File: src/rtl/pipe_ctrl_pkg.sv
// Shared encodings and constants for the pipeline stall/flush sequencer.
// The control bundle struct keeps every output decision in one assignment.
package pipe_ctrl_pkg;

    localparam int REG_W         = 4;
    localparam int MD_CYCLES_DEF = 8;

    localparam logic [1:0] ST_RUN     = 2'd0;
    localparam logic [1:0] ST_MD_WAIT = 2'd1;
    localparam logic [1:0] ST_HALTED  = 2'd2;

    typedef struct packed {
        logic wr_pc;
        logic ifid_write;
        logic ifid_flush;
        logic idex_bubble;
        logic idex_write;
        logic exmem_bubble;
        logic md_go;
        logic md_done;
        logic halt;
    } ctrl_t;

    localparam ctrl_t CTRL_DEFAULT = '{wr_pc: 1'b1, ifid_write: 1'b1, idex_write: 1'b1,
                                       default: 1'b0};

    // Everything frozen and NOPs injected while the core is held in reset.
    localparam ctrl_t CTRL_RESET   = '{ifid_flush: 1'b1, idex_bubble: 1'b1, idex_write: 1'b1,
                                       exmem_bubble: 1'b1, default: 1'b0};

    localparam ctrl_t CTRL_MD_STALL = '{exmem_bubble: 1'b1, default: 1'b0};

    localparam ctrl_t CTRL_ID_HOLD  = '{idex_bubble: 1'b1, idex_write: 1'b1, default: 1'b0};

endpackage

File: src/rtl/pipe_stall_ctrl_lu_detect.sv
// Load-use hazard comparator: the load in EX writes a register the ID instruction reads.
// Kept separate so the forwarding unit can reuse it.
module lu_detect
    import pipe_ctrl_pkg::*;
(
    input  logic [REG_W-1:0] idRegR1,
    input  logic [REG_W-1:0] idRegR2,
    input  logic [REG_W-1:0] exRegRd,
    input  logic             exMemRead,
    output logic             loadUse
);

    assign loadUse = exMemRead && ((idRegR1 == exRegRd) || (idRegR2 == exRegRd));

endmodule

File: src/rtl/pipe_stall_ctrl.sv
// Pipeline sequencer: resolves branch flush, mul/div stall, load-use stall and HALT/resume
// and drives the PC and pipeline-register enables from one small FSM.
module pipe_stall_ctrl
    import pipe_ctrl_pkg::*;
#(
    parameter int MD_CYCLES = MD_CYCLES_DEF,
    parameter int CNT_W     = 4
) (
    input  logic             clk,
    input  logic             rst_n,
    input  logic [REG_W-1:0] idRegR1,
    input  logic [REG_W-1:0] idRegR2,
    input  logic [REG_W-1:0] exRegRd,
    input  logic             exMemRead,
    input  logic             exMdOp,
    input  logic             branchTaken,
    input  logic             idHalt,
    input  logic             resume,
    output logic             wrPC,
    output logic             IFIDWrite,
    output logic             IFIDFlush,
    output logic             IDEXBubble,
    output logic             IDEXWrite,
    output logic             EXMEMBubble,
    output logic             mdGo,
    output logic             mdDone,
    output logic             halt
);

    logic [1:0]       state_q, state_d;
    logic [CNT_W-1:0] cnt_q, cnt_d;
    logic             load_use;
    ctrl_t            ctrl;

    lu_detect u_lu_detect (
        .idRegR1   (idRegR1),
        .idRegR2   (idRegR2),
        .exRegRd   (exRegRd),
        .exMemRead (exMemRead),
        .loadUse   (load_use)
    );

    // NOTE: every signal gets a default before the case, so no path leaves one unassigned
    // and no latch is inferred.
    always_comb begin
        ctrl    = CTRL_DEFAULT;
        state_d = state_q;
        cnt_d   = cnt_q;
        case (state_q)
            ST_RUN: begin
                if (branchTaken) begin
                    ctrl.ifid_flush  = 1'b1;
                    ctrl.idex_bubble = 1'b1;
                end else if (exMdOp) begin
                    ctrl       = CTRL_MD_STALL;
                    ctrl.md_go = 1'b1;
                    cnt_d      = CNT_W'(MD_CYCLES - 1);
                    state_d    = ST_MD_WAIT;
                end else if (load_use) begin
                    ctrl = CTRL_ID_HOLD;
                end else if (idHalt) begin
                    ctrl    = CTRL_ID_HOLD;
                    state_d = ST_HALTED;
                end
            end
            ST_MD_WAIT: begin
                if (cnt_q != '0) begin
                    ctrl  = CTRL_MD_STALL;
                    cnt_d = cnt_q - CNT_W'(1);
                end else begin
                    ctrl.md_done = 1'b1;
                    state_d      = ST_RUN;
                end
            end
            ST_HALTED: begin
                if (resume) begin
                    // The held HALT is dropped from IF/ID as fetch restarts.
                    ctrl.ifid_flush = 1'b1;
                    state_d         = ST_RUN;
                end else begin
                    ctrl      = CTRL_ID_HOLD;
                    ctrl.halt = 1'b1;
                end
            end
            default: state_d = ST_RUN;
        endcase

        if (!rst_n) begin
            ctrl = CTRL_RESET;
        end
    end

    // NOTE: state registers use non-blocking assignments so every flop samples the
    // pre-edge values regardless of statement order.
    always_ff @(posedge clk) begin
        if (!rst_n) begin
            state_q <= ST_RUN;
            cnt_q   <= '0;
        end else begin
            state_q <= state_d;
            cnt_q   <= cnt_d;
        end
    end

    assign wrPC        = ctrl.wr_pc;
    assign IFIDWrite   = ctrl.ifid_write;
    assign IFIDFlush   = ctrl.ifid_flush;
    assign IDEXBubble  = ctrl.idex_bubble;
    assign IDEXWrite   = ctrl.idex_write;
    assign EXMEMBubble = ctrl.exmem_bubble;
    assign mdGo        = ctrl.md_go;
    assign mdDone      = ctrl.md_done;
    assign halt        = ctrl.halt;

endmodule

File: config.mk
export PLATFORM = sky130hd
export DESIGN_NAME = pipe_stall_ctrl
export DESIGN_NICKNAME = d
export VERILOG_FILES = /design/src/rtl/pipe_ctrl_pkg.sv /design/src/rtl/pipe_stall_ctrl_lu_detect.sv /design/src/rtl/pipe_stall_ctrl.sv
export SDC_FILE = /design/constraint.sdc
export NUM_CORES = 1
export LEC_CHECK = 0
export CAP_MARGIN = 20
export CORE_MARGIN = 1
export CORE_UTILIZATION = 35
export CTS_CLUSTER_DIAMETER = 120
export DETAILED_ROUTE_END_ITERATION = 8
export PLACE_DENSITY = 0.79
export SYNTH_ARGS = -nofsm -noshare
export SYNTH_HDL_FRONTEND = slang
export SYNTH_SLANG_ARGS = --single-unit
File: constraint.sdc
create_clock -name clk -period 2.1 [get_ports clk]
set_input_delay 0.42 -clock clk [delete_from_list [all_inputs] [get_ports clk]]
set_output_delay 0.42 -clock clk [all_outputs]
set_load 0.1 [all_outputs]
Yosys cells after proc, flatten, opt, wreduce, memory -nomap -nowiden
Index checks and enable logic that the tools add are counted. Widths: inputs -> output; s select.

Register bits: 6. Bits of input ports: 19. Word-level logic and storage cells: 45.

$add $sub $neg: 1. Equal/unequal tests: 11. Multiplexer cells: 24. Reduce and logical (&&, ||, !) cells: 7.

Operators with widths (count): $mux 9 (4); $pmux 9 s3 (1); $mux 2 (9); $mux 4 (3); $ne 2x2->1 const B (5); $eq 4x4->1 (2); $pmux 4 s2 (1); $mux 7 (1); $mux 6 (1); $ne 3x3->1 const B (2); $pmux 2 s3 (1); $mux 5 (1); $reduce_and 5->1 (1); $reduce_and 4->1 (1); $reduce_bool 4->1 (1); $sub 4x1->4 const B (1); $eq 2x1->1 const B (1); $eq 2x2->1 const B (1); $logic_not 2->1 (1); $mux 1 (2); $reduce_bool 2->1 (1); $logic_and 1x1->1 (1); $logic_or 1x1->1 (1).

Longest topological paths before layout
Gate-level depths: netlist (run 1).

Word-level depth: 8. Gate-level depth with buffers: 7. Gate-level depth less buffers: 6.

By module
Synthesis (run 1) repeated with hierarchy kept, for this count alone.

Cell total of the unflattened synthesis: 68. Area total of the unflattened synthesis: 558.0 sq um.

By module, submodules not included: pipe_stall_ctrl (instances 1, cells an instance 57, area each 467.9 sq um); lu_detect (instances 1, cells an instance 11, area each 90.1 sq um).

Least setup slack after synthesis (run 1)
Ideal clock, no wire load.

Path type: reg-to-output. Start point: register cnt_q[0]. End point: output EXMEMBubble. Arrival: 2992 ps. Path slack: -1312 ps. Cell stages (with the launch flop): 6. Path buffers: 0. Cells stage by stage: dfxtp_1 -> inv_1 -> ha_1 -> or3b_4 -> nor3b_4 -> o21ai_0.

Cells in the longest elaborated chain, start to end: 4.

RTL lines: from (decl) (RTL line pipe_stall_ctrl.sv:31) `logic [CNT_W-1:0] cnt_q, cnt_d;`; from (signal assigned) (RTL line pipe_stall_ctrl.sv:101) `cnt_q <= cnt_d;`; $reduce_bool 4->1 (RTL line pipe_stall_ctrl.sv:67) `if (cnt_q != '0) begin`; $mux 7 (RTL line pipe_stall_ctrl.sv:67); $pmux 9 s3 (RTL line pipe_stall_ctrl.sv:49) `case (state_q)`; $mux 9 (RTL line pipe_stall_ctrl.sv:88) `if (!rst_n) begin`; to (decl) (RTL line pipe_stall_ctrl.sv:24) `output logic EXMEMBubble,`.

Every way passes these cells.

Worst setup path after layout (run 1)
Start point: register cnt_q[1]. End point: output IFIDWrite.

Cells in the longest elaborated chain, start to end: 4.

RTL lines: $reduce_bool 4->1 (RTL line pipe_stall_ctrl.sv:67); $mux 7 (RTL line pipe_stall_ctrl.sv:67); $pmux 9 s3 (RTL line pipe_stall_ctrl.sv:49); $mux 9 (RTL line pipe_stall_ctrl.sv:88); to (decl) (RTL line pipe_stall_ctrl.sv:20) `output logic IFIDWrite,`.

Every way passes these cells.

==> results of run 1 <==
-- Yosys cell counts, types with 2 or more instances --
library cell,count,area share [%]
nor2b_1,2,2.2
a21boi_0,2,2.6
nor4_1,2,2.2
inv_1,4,2.6
o21ai_0,3,2.6
nor3b_1,2,2.6
dfxtp_1,6,21
clkbuf_2,2,1.8
nor2_1,4,2.6
a21oi_1,2,1.8
xor2_1,9,14
and3_1,2,2.2
and2_1,2,2.2
o31ai_1,2,2.6
o211a_1,2,3.5
nand2_1,5,3.3
ha_1,2,4.4
-- power by group through the flow --
stage / combinational (mW) / clock (mW) / sequential [mW]
2_1_floorplan: 0.287 / 0 / 0.139
3_3_place_gp: 0.433 / 0 / 0.150
3_5_place_dp: 0.444 / 0 / 0.151
4_1_cts: 0.459 / 0.110 / 0.151
5_1_grt: 0.492 / 0.121 / 0.155
6_report: 0.467 / 0.111 / 0.153
-- worst register-to-register path: stages, from the launching register on --
cell	delay [ns]
dfxtp_2	0.33
inv_2	0.08
ha_4	0.12
or3b_4	0.39
buf_4	0.15
and3_4	0.18
or3_1	0.31
o2111a_1	0.14
-- worst min-delay path by stage --
stage	to	start	cells past startpoint	slack [ns]
after floorplan	cnt_q[3]$_SDFFE_PN0P_	cnt_q[3]$_SDFFE_PN0P_	2	0.45
after global placement	cnt_q[3]$_SDFFE_PN0P_	cnt_q[3]$_SDFFE_PN0P_	2	0.47
after detailed placement	cnt_q[3]$_SDFFE_PN0P_	cnt_q[3]$_SDFFE_PN0P_	2	0.48
after CTS	cnt_q[3]$_SDFFE_PN0P_	cnt_q[3]$_SDFFE_PN0P_	2	0.48
after global routing	cnt_q[3]$_SDFFE_PN0P_	cnt_q[3]$_SDFFE_PN0P_	2	0.54
final	cnt_q[3]$_SDFFE_PN0P_	cnt_q[3]$_SDFFE_PN0P_	2	0.50
-- registers in the layout, indices dropped and copies added, names as in the netlist --
register	count
cnt_q	4
state_q	2
-- layout make-up --
| cell class | instances | area share (%) |
|---|---|---|
| Clock buffer | 3 | 2.02 |
| Inverter | 4 | 1.34 |
| Multi-Input combinational cell | 56 | 44.1 |
| Sequential cell | 6 | 11.0 |
| Tap cell | 16 | 1.79 |
| Timing Repair Buffer | 42 | 39.8 |
-- timing repair --
item,CTS,global route
buffers inserted,3,1
setup endpoints to repair,7,6
pin swaps,13,7
gates resized for setup,45,3
-- per-layer routing --
layer	routed length (µm)	vias up
li1	-	333
met1	663	306
met2	936	28
met3	76	2
met4	12	0
met5	0	-
-- cell families after synthesis --
logic type	Yosys count	share of synthesized area [%]
AO/OA/AOI/OAI	16	20.9
XOR/XNOR	9	13.9
adder cells (fa/ha/maj)	2	4.40
buffers and inverters	8	6.61
flip-flops	6	21.1
AND/OR/NAND/NOR	29	33.0
==> impl_metrics.env, run 1 <==
export IMPL_outcome="finished, violations left"
export IMPL_violations="setup timing"
export IMPL_cp_depth=7
export IMPL_cts_root_buffer="clkbuf_4"
export IMPL_fmax_ghz=0.431
export IMPL_core_area_um2=1510
export IMPL_setup_ws_ns=-0.219
export IMPL_grt_use_met1_pct=23.2
export IMPL_ys_types=34
export IMPL_synthToLayoutAreaGrowth_pct=96.7
export IMPL_cp_slowest_stage_delay_ns=0.39
export IMPL_p_sw_share_pct=44.4
export IMPL_top_usage_layer="met2"
export IMPL_antenna_found_initial=0
export IMPL_drtIter0Drc=8
export IMPL_tightest_slew_ns=0.437
export IMPL_synth_enable_flop_cells=0
export IMPL_crit_chain="inv_2 -> ha_4 -> or3b_4 -> nor3b_4 -> a211o_1 -> a32o_4 -> buf_12"
export IMPL_dieArea_um2=1790
export IMPL_synthFlopType="dfxtp_1"
export IMPL_use_met2_pct=41.5
export IMPL_final_antenna_net_count=0
export IMPL_path_delay_family="simple AND/OR/NAND/NOR gates"
export IMPL_rows=14
export IMPL_multi_input_area_um2=493
export IMPL_timing_reg2reg_setup_slack_ns=0.28
export IMPL_skew_ns=0.0104
export IMPL_num_vias=669
export IMPL_num_antenna_cells=0
export IMPL_setup_viol=6
export IMPL_hp_class="flip-flop to flip-flop"
export IMPL_fin_cells=127
export IMPL_seq_power_share_pct=20.9
export IMPL_stdcell_area_um2=1120
export IMPL_final_common_cell="buf_4"
export IMPL_synthArstFlopShare_pct=0
export IMPL_wl_per_cell_um=13.3
export IMPL_path_buf_inv=2
export IMPL_cp_data_required_time_ns=1.68
export IMPL_yosysSeqAreaShare_pct=21.1
export IMPL_switchingPower_uw=324
export IMPL_ff2ff_path_depth=7
export IMPL_p_leak_nw=0.501
export IMPL_nFillCells=107
export IMPL_slew_viol_final=0
export IMPL_min_period_ns=2.32
export IMPL_cp_end_kind="output pin"
export IMPL_max_clock_path_buffers=2
export IMPL_final_cell_mix="15 x buf_4, 9 x xor2_1, 9 x buf_12"
export IMPL_worstSetupStartpoint="cnt_q[1]$_SDFFE_PN0P_"
export IMPL_synth_seq_cells=6
export IMPL_path_class="flip-flop to output pin"
export IMPL_grt_pass1_vias=700
export IMPL_drc_errors=0
export IMPL_tns_ns=-0.942
export IMPL_drive_gt1_share_pct=51.4
export IMPL_fin_nets=134
export IMPL_worstPathArrival_ns=1.90
export IMPL_rsz0062_at_grt="yes"
export IMPL_r2r_start="cnt_q[1]$_SDFFE_PN0P_"
export IMPL_post_route_period_util_pct=110
export IMPL_synth_nets=91
export IMPL_peakVddDrop_uv=340
export IMPL_ys_warn_count=0
export IMPL_rr_endpoint="state_q[1]$_SDFFE_PN0P_"
export IMPL_viasPerCell=5.27
export IMPL_p_int_uw=406
export IMPL_clkPwrFrac_pct=15.2
export IMPL_clock_sinks=6
export IMPL_syn_area_per_cell_um2=8.11
export IMPL_grt_pass1_wl_um=2970
export IMPL_grt_use_total_pct=21.7
export IMPL_seqCellArea_um2=123
export IMPL_clk_pin_slew_worst_paths_ns=0.05
export IMPL_grtUsageMet3_pct=6.03
export IMPL_crit_path_end="IFIDWrite"
export IMPL_placed_area_um2=1050
export IMPL_postCtsHoldBufs=0
export IMPL_io_buffers=27
export IMPL_total_power_uw=730
export IMPL_start_util_pct=37.7
export IMPL_chipWidth_um=42.3
export IMPL_wl_um=1690
export IMPL_pwr_share_comb_pct=63.9
export IMPL_utilization_pct=74.2
export IMPL_whs_ns=0.498
export IMPL_syn_area_um2=568
export IMPL_place_worst_setup_slack_ns=-0.369
export IMPL_slew_limit_headroom_pct=70.8
export IMPL_io_pins=28
export IMPL_hold_violations=0
export IMPL_crit_fanout=3
export IMPL_insertion_delay_ns=0.25
export IMPL_dr_pass1_iters=4
export IMPL_dp_hpwl_um=1310
export IMPL_numCtsBuffers=3
export IMPL_grt_max_degree=10
export IMPL_cts_tree="done"
export IMPL_synthCells=70
export IMPL_drv_cap=0
export IMPL_crit_slowest_cell="or3b_4"
export IMPL_place_congestion=0.786
export IMPL_worst_setup_path_start_kind="flip-flop"
export IMPL_h_tree_depth=1
export IMPL_power_density_nw_per_um2=653
export IMPL_overflow=0
export IMPL_die_h_um=42.3
export IMPL_dp_cells=120
Power figures use the tool's default switching activity.
==> inputs of run 2 (changes only) <==
--- a/config.mk
+++ b/config.mk
@@ -8,7 +8,7 @@
 export CAP_MARGIN = 20
 export CORE_MARGIN = 1
 export CORE_UTILIZATION = 35
-export CTS_CLUSTER_DIAMETER = 120
+export CTS_CLUSTER_DIAMETER = 40
 export DETAILED_ROUTE_END_ITERATION = 8
 export PLACE_DENSITY = 0.79
 export SYNTH_ARGS = -nofsm -noshare
==> constraint.sdc (replaced) <==
create_clock -name clk -period 2.4 [get_ports clk]
set_input_delay 0.48 -clock clk [delete_from_list [all_inputs] [get_ports clk]]
set_output_delay 0.48 -clock clk [all_outputs]
set_load 0.1 [all_outputs]
==> impl_metrics.env, run 2 (synthesized netlist as in run 1, its figures left out) <==
export IMPL_rows=14
export IMPL_slew_limit_headroom_pct=75.0
export IMPL_min_period_ns=2.41
export IMPL_dieArea_um2=1790
export IMPL_io_pins=28
export IMPL_nFillCells=132
export IMPL_wl_per_cell_um=11.6
export IMPL_stdcell_area_um2=1070
export IMPL_path_class="flip-flop to output pin"
export IMPL_grt_pass1_vias=619
export IMPL_viasPerCell=5.08
export IMPL_crit_slowest_cell="or3b_4"
export IMPL_place_worst_setup_slack_ns=-0.157
export IMPL_antenna_found_initial=0
export IMPL_drv_cap=0
export IMPL_dp_hpwl_um=1090
export IMPL_pwr_share_comb_pct=62.7
export IMPL_crit_fanout=5
export IMPL_numCtsBuffers=3
export IMPL_drc_errors=0
export IMPL_io_buffers=27
export IMPL_die_h_um=42.3
export IMPL_setup_ws_ns=-0.00548
export IMPL_p_sw_share_pct=44.0
export IMPL_use_met2_pct=33.8
export IMPL_start_util_pct=37.7
export IMPL_num_antenna_cells=0
export IMPL_slew_viol_final=0
export IMPL_cp_slowest_stage_delay_ns=0.38
export IMPL_num_vias=625
export IMPL_grt_pass1_wl_um=2480
export IMPL_largest_reg_flops=4
export IMPL_rsz0062_at_grt="yes"
export IMPL_fin_nets=130
export IMPL_place_congestion=0.752
export IMPL_clk_pin_slew_worst_paths_ns=0.05
export IMPL_final_cell_mix="11 x buf_4, 10 x dlygate4sd2_1, 9 x xor2_1, 9 x buf_12, 8 x clkdlybuf4s50_1"
export IMPL_ff2ff_path_depth=7
export IMPL_h_tree_depth=1
export IMPL_hold_path_end="cnt_q[3]$_SDFFE_PN0P_"
export IMPL_path_buf_inv=2
export IMPL_peakVddDrop_uv=428
export IMPL_dr_pass1_iters=4
export IMPL_drtIter0Drc=7
export IMPL_cp_end_kind="output pin"
export IMPL_overflow=0
export IMPL_p_int_uw=344
export IMPL_path_delay_family="simple AND/OR/NAND/NOR gates"
export IMPL_reg_top3="cnt_q x4, state_q x2"
export IMPL_worst_setup_path_start_kind="flip-flop"
export IMPL_holdCritStartpoint="cnt_q[3]$_SDFFE_PN0P_"
export IMPL_clock_sinks=6
export IMPL_outcome="finished, violations left"
export IMPL_rr_endpoint="state_q[1]$_SDFFE_PN0P_"
export IMPL_synthToLayoutAreaGrowth_pct=89.2
export IMPL_worstPathArrival_ns=1.93
export IMPL_timing_reg2reg_setup_slack_ns=0.63
export IMPL_top_usage_layer="met2"
export IMPL_postCtsHoldBufs=0
export IMPL_r2r_start="cnt_q[0]$_SDFFE_PN0P_"
export IMPL_grt_use_met1_pct=19.8
export IMPL_placed_area_um2=995
export IMPL_final_antenna_net_count=0
export IMPL_grtUsageMet3_pct=3.88
export IMPL_regMostFlops="cnt_q"
export IMPL_cts_root_buffer="clkbuf_4"
export IMPL_post_route_period_util_pct=100
export IMPL_cts_tree="done"
export IMPL_core_area_um2=1510
export IMPL_power_density_nw_per_um2=572
export IMPL_fmax_ghz=0.416
export IMPL_setup_viol=2
export IMPL_crit_chain="inv_2 -> ha_4 -> or3b_4 -> nor3b_4 -> a211o_1 -> a32o_4 -> buf_12"
export IMPL_insertion_delay_ns=0.25
export IMPL_p_leak_nw=0.479
export IMPL_max_clock_path_buffers=2
export IMPL_grt_use_total_pct=17.8
export IMPL_tightest_slew_ns=0.372
export IMPL_clkPwrFrac_pct=16.0
export IMPL_switchingPower_uw=271
export IMPL_final_common_cell="buf_4"
export IMPL_wl_um=1430
export IMPL_hold_depth=2
export IMPL_hold_violations=0
export IMPL_grt_max_degree=12
export IMPL_chipWidth_um=42.3
export IMPL_cp_data_required_time_ns=1.92
export IMPL_violations="setup timing"
export IMPL_seq_power_share_pct=21.3
export IMPL_hp_class="flip-flop to flip-flop"
export IMPL_drive_gt1_share_pct=37.4
export IMPL_skew_ns=0.00702
[run 2: cell count changes in the layout (fill, tap and decap cells not counted), moves of 3 or more]
cell | previous run | this run
buf_4 | 15 | 11
clkdlybuf4s15_2 | 3 | 0
dlygate4sd2_1 | 2 | 10
buf_2 | 4 | 0
clkdlybuf4s50_1 | 5 | 8
[run 2: worst register-to-register path, delay by kind of cell, from the launching register on]
kind                     cells  cell delay (ns)
AND/OR/NAND/NOR              3             0.86
flip-flops                   1             0.32
buffers and inverters        2             0.23
AO/OA/AOI/OAI                1             0.14
adder cells (fa/ha/maj)      1             0.12
[run 2: repair_timing]
| action | 4_1_cts | 5_1_grt |
|---|---|---|
| setup endpoints to repair | 4 | 6 |
| pin swaps | 6 | 3 |
| resized for setup | 14 | 5 |
| buffers inserted | 4 | 2 |
[run 2: worst max path at each step]
stage	end	from	depth (start not counted)	slack (ns)
floorplan	IDEXWrite	cnt_q[0]$_SDFFE_PN0P_	6	-0.03
global placement	wrPC	exRegRd[1]	6	-0.13
detailed placement	wrPC	exRegRd[1]	6	-0.16
CTS	wrPC	cnt_q[1]$_SDFFE_PN0P_	7	0.007
global route	wrPC	cnt_q[0]$_SDFFE_PN0P_	7	-0.11
finish	wrPC	cnt_q[0]$_SDFFE_PN0P_	7	-0.005
[run 2: layer usage]
metal	vias up	wire [µm]
li1	322	-
met2	23	748
met3	3	61
met5	-	0
met4	0	13
met1	277	606
[run 2: power groups by stage]
stage | clock [mW] | combinational, mW | sequential (mW)
floorplan | 0 | 0.244 | 0.121
global placement | 0 | 0.353 | 0.131
detailed placement | 0 | 0.359 | 0.131
CTS | 0.100 | 0.373 | 0.130
global route | 0.107 | 0.408 | 0.134
finish | 0.0981 | 0.386 | 0.131
[run 2: metrics by stage]
step                      hold slack (ns)  setup TNS, ns  utilization, %  instances  power, mW
final                               0.483       -0.00901            71.3        123      0.615
after floorplan                     0.447        -0.0275               -         70      0.365
after CTS                           0.488              0            69.3        121      0.603
after global routing                0.499         -0.281            71.3        123      0.649
after detailed placement            0.481         -0.435            66.0        114      0.490
after global placement              0.462         -0.365            66.0        114      0.484
[run 2: cell type report]
cell class	count	area [µm²]	area share, %
multi-input combinational	56	464	43.2
timing repair buffer	38	430	40.0
tap	16	20.0	1.86
inverter	4	15.0	1.40
sequential	6	123	11.4
clock buffer	3	22.5	2.10
==> inputs of run 3 (changes only) <==
--- a/config.mk
+++ b/config.mk
@@ -5,9 +5,11 @@
 export SDC_FILE = /design/constraint.sdc
 export NUM_CORES = 1
 export LEC_CHECK = 0
+export ABC_AREA = 0
 export CAP_MARGIN = 20
 export CORE_MARGIN = 1
 export CORE_UTILIZATION = 35
+export CTS_BUF_LIST = sky130_fd_sc_hd__clkbuf_8
 export CTS_CLUSTER_DIAMETER = 40
 export DETAILED_ROUTE_END_ITERATION = 8
 export PLACE_DENSITY = 0.79
==> impl_metrics.env, run 3 (synthesized netlist as in run 1, its figures left out) <==
export IMPL_dieArea_um2=1790
export IMPL_num_antenna_cells=0
export IMPL_r2r_start="cnt_q[0]$_SDFFE_PN0P_"
export IMPL_cp_data_required_time_ns=1.92
export IMPL_io_pins=28
export IMPL_overflow=0
export IMPL_cp_end_kind="output pin"
export IMPL_crit_fanout=4
export IMPL_clock_sinks=6
export IMPL_regMostFlops="cnt_q"
export IMPL_reg_top3="cnt_q x4, state_q x2"
export IMPL_grt_max_degree=12
export IMPL_grt_pass1_wl_um=2350
export IMPL_final_antenna_net_count=0
export IMPL_viasPerCell=5.16
export IMPL_io_buffers=27
export IMPL_fmax_ghz=0.419
export IMPL_place_congestion=0.752
export IMPL_cts_tree="done"
export IMPL_num_vias=624
export IMPL_power_density_nw_per_um2=613
export IMPL_rsz0062_at_grt="yes"
export IMPL_slew_viol_final=0
export IMPL_skew_ns=0.00398
export IMPL_slew_limit_headroom_pct=75.1
export IMPL_timing_reg2reg_setup_slack_ns=0.54
export IMPL_hp_class="flip-flop to flip-flop"
export IMPL_chipWidth_um=42.3
export IMPL_worst_setup_path_start_kind="flip-flop"
export IMPL_core_area_um2=1510
export IMPL_clkPwrFrac_pct=22.9
export IMPL_final_common_cell="dlygate4sd2_1"
export IMPL_min_period_ns=2.39
export IMPL_final_cell_mix="10 x dlygate4sd2_1, 9 x xor2_1, 9 x buf_12, 9 x buf_4, 8 x clkdlybuf4s50_1"
export IMPL_p_sw_share_pct=41.1
export IMPL_path_class="flip-flop to output pin"
export IMPL_pwr_share_comb_pct=57.1
export IMPL_drc_errors=0
export IMPL_peakVddDrop_uv=535
export IMPL_p_leak_nw=0.477
export IMPL_post_route_period_util_pct=99.5
export IMPL_fin_cells=121
export IMPL_drive_gt1_share_pct=36.2
export IMPL_grt_use_total_pct=16.7
export IMPL_worstPathArrival_ns=1.91
export IMPL_outcome="completed"
export IMPL_synthToLayoutAreaGrowth_pct=89.9
export IMPL_setup_viol=0
export IMPL_tns_ns=0
export IMPL_cts_root_buffer="clkbuf_8"
export IMPL_grt_pass1_vias=600
export IMPL_p_int_uw=389
export IMPL_die_h_um=42.3
export IMPL_switchingPower_uw=272
export IMPL_nFillCells=125
export IMPL_hold_violations=0
export IMPL_dp_cells=114
export IMPL_tightest_slew_ns=0.370
export IMPL_dr_pass1_iters=2
export IMPL_utilization_pct=71.6
export IMPL_largest_reg_flops=4
export IMPL_max_clock_path_buffers=2
export IMPL_wl_per_cell_um=11.6
export IMPL_start_util_pct=37.7
export IMPL_worstSetupStartpoint="cnt_q[0]$_SDFFE_PN0P_"
export IMPL_fin_nets=128
export IMPL_h_tree_depth=1
export IMPL_rows=14
export IMPL_drv_cap=0
export IMPL_clk_pin_slew_worst_paths_ns=0.04
export IMPL_wl_um=1400
export IMPL_drtIter0Drc=4
export IMPL_antenna_found_initial=0
export IMPL_seq_power_share_pct=20.0
export IMPL_dp_hpwl_um=1090
export IMPL_postCtsHoldBufs=0
export IMPL_insertion_delay_ns=0.22
export IMPL_holdCritStartpoint="cnt_q[3]$_SDFFE_PN0P_"
export IMPL_numCtsBuffers=3
==> run 3: worst max-delay path, cell delays in order (launching register included) <==
cell and delay, ns:
dfxtp_2 0.32, inv_2 0.08, ha_4 0.12, or3b_4 0.40, nor3b_4 0.26, a211o_1 0.15
a32o_4 0.17, buf_12 0.18
==> run 3: layer usage <==
| metal | share of wire (%) | global-route usage [%] |
|---|---|---|
| met5 | 0 | 0 |
| met4 | 0 | 1.88 |
| met3 | 4.4 | 5.17 |
| met2 | 54 | 31.7 |
| met1 | 42 | 18.5 |
==> run 3: per-stage QoR <==
step	total power, mW	hold WS [ns]	setup WS, ns	cell area, µm²
final	0.661	0.487	0.0113	1080
after global routing	0.698	0.521	-0.0619	1080
after CTS	0.644	0.487	0.00572	1040
after floorplan	0.365	0.447	-0.0275	607
after detailed placement	0.490	0.481	-0.157	995
after global placement	0.484	0.462	-0.129	995
==> run 3: path summary, 6_finish.rpt <==
check	to	cells past startpoint
min	cnt_q[3]$_SDFFE_PN0P_	2
max reg2reg	cnt_q[1]$_SDFFE_PN0P_	8
max	wrPC	7
min reg2reg	cnt_q[3]$_SDFFE_PN0P_	2
==> run 3: final cells by class <==
cell class	instances	area, µm²	share of cell area (%)
clock buffer	3	41.3	3.83
inverter	4	15.0	1.39
multi-input combinational	56	464	43.0
sequential	6	123	11.4
tap	16	20.0	1.86
timing repair buffer	36	415	38.5
==> run 3: power by group through the flow <==
stage | clock network [mW] | logic, mW | registers, mW
after detailed placement | 0 | 0.359 | 0.131
after floorplan | 0 | 0.244 | 0.121
final | 0.151 | 0.378 | 0.132
after CTS | 0.156 | 0.358 | 0.130
after global routing | 0.163 | 0.399 | 0.135
after global placement | 0 | 0.353 | 0.131
==> run 3: repair_timing <==
| item | in CTS | in global routing |
|---|---|---|
| pin swaps | 5 | 4 |
| setup buffers | 1 | 3 |
| endpoints found under the setup margin | 3 | 5 |
| resized for setup | 12 | 7 |
| cloned | 0 | 0 |
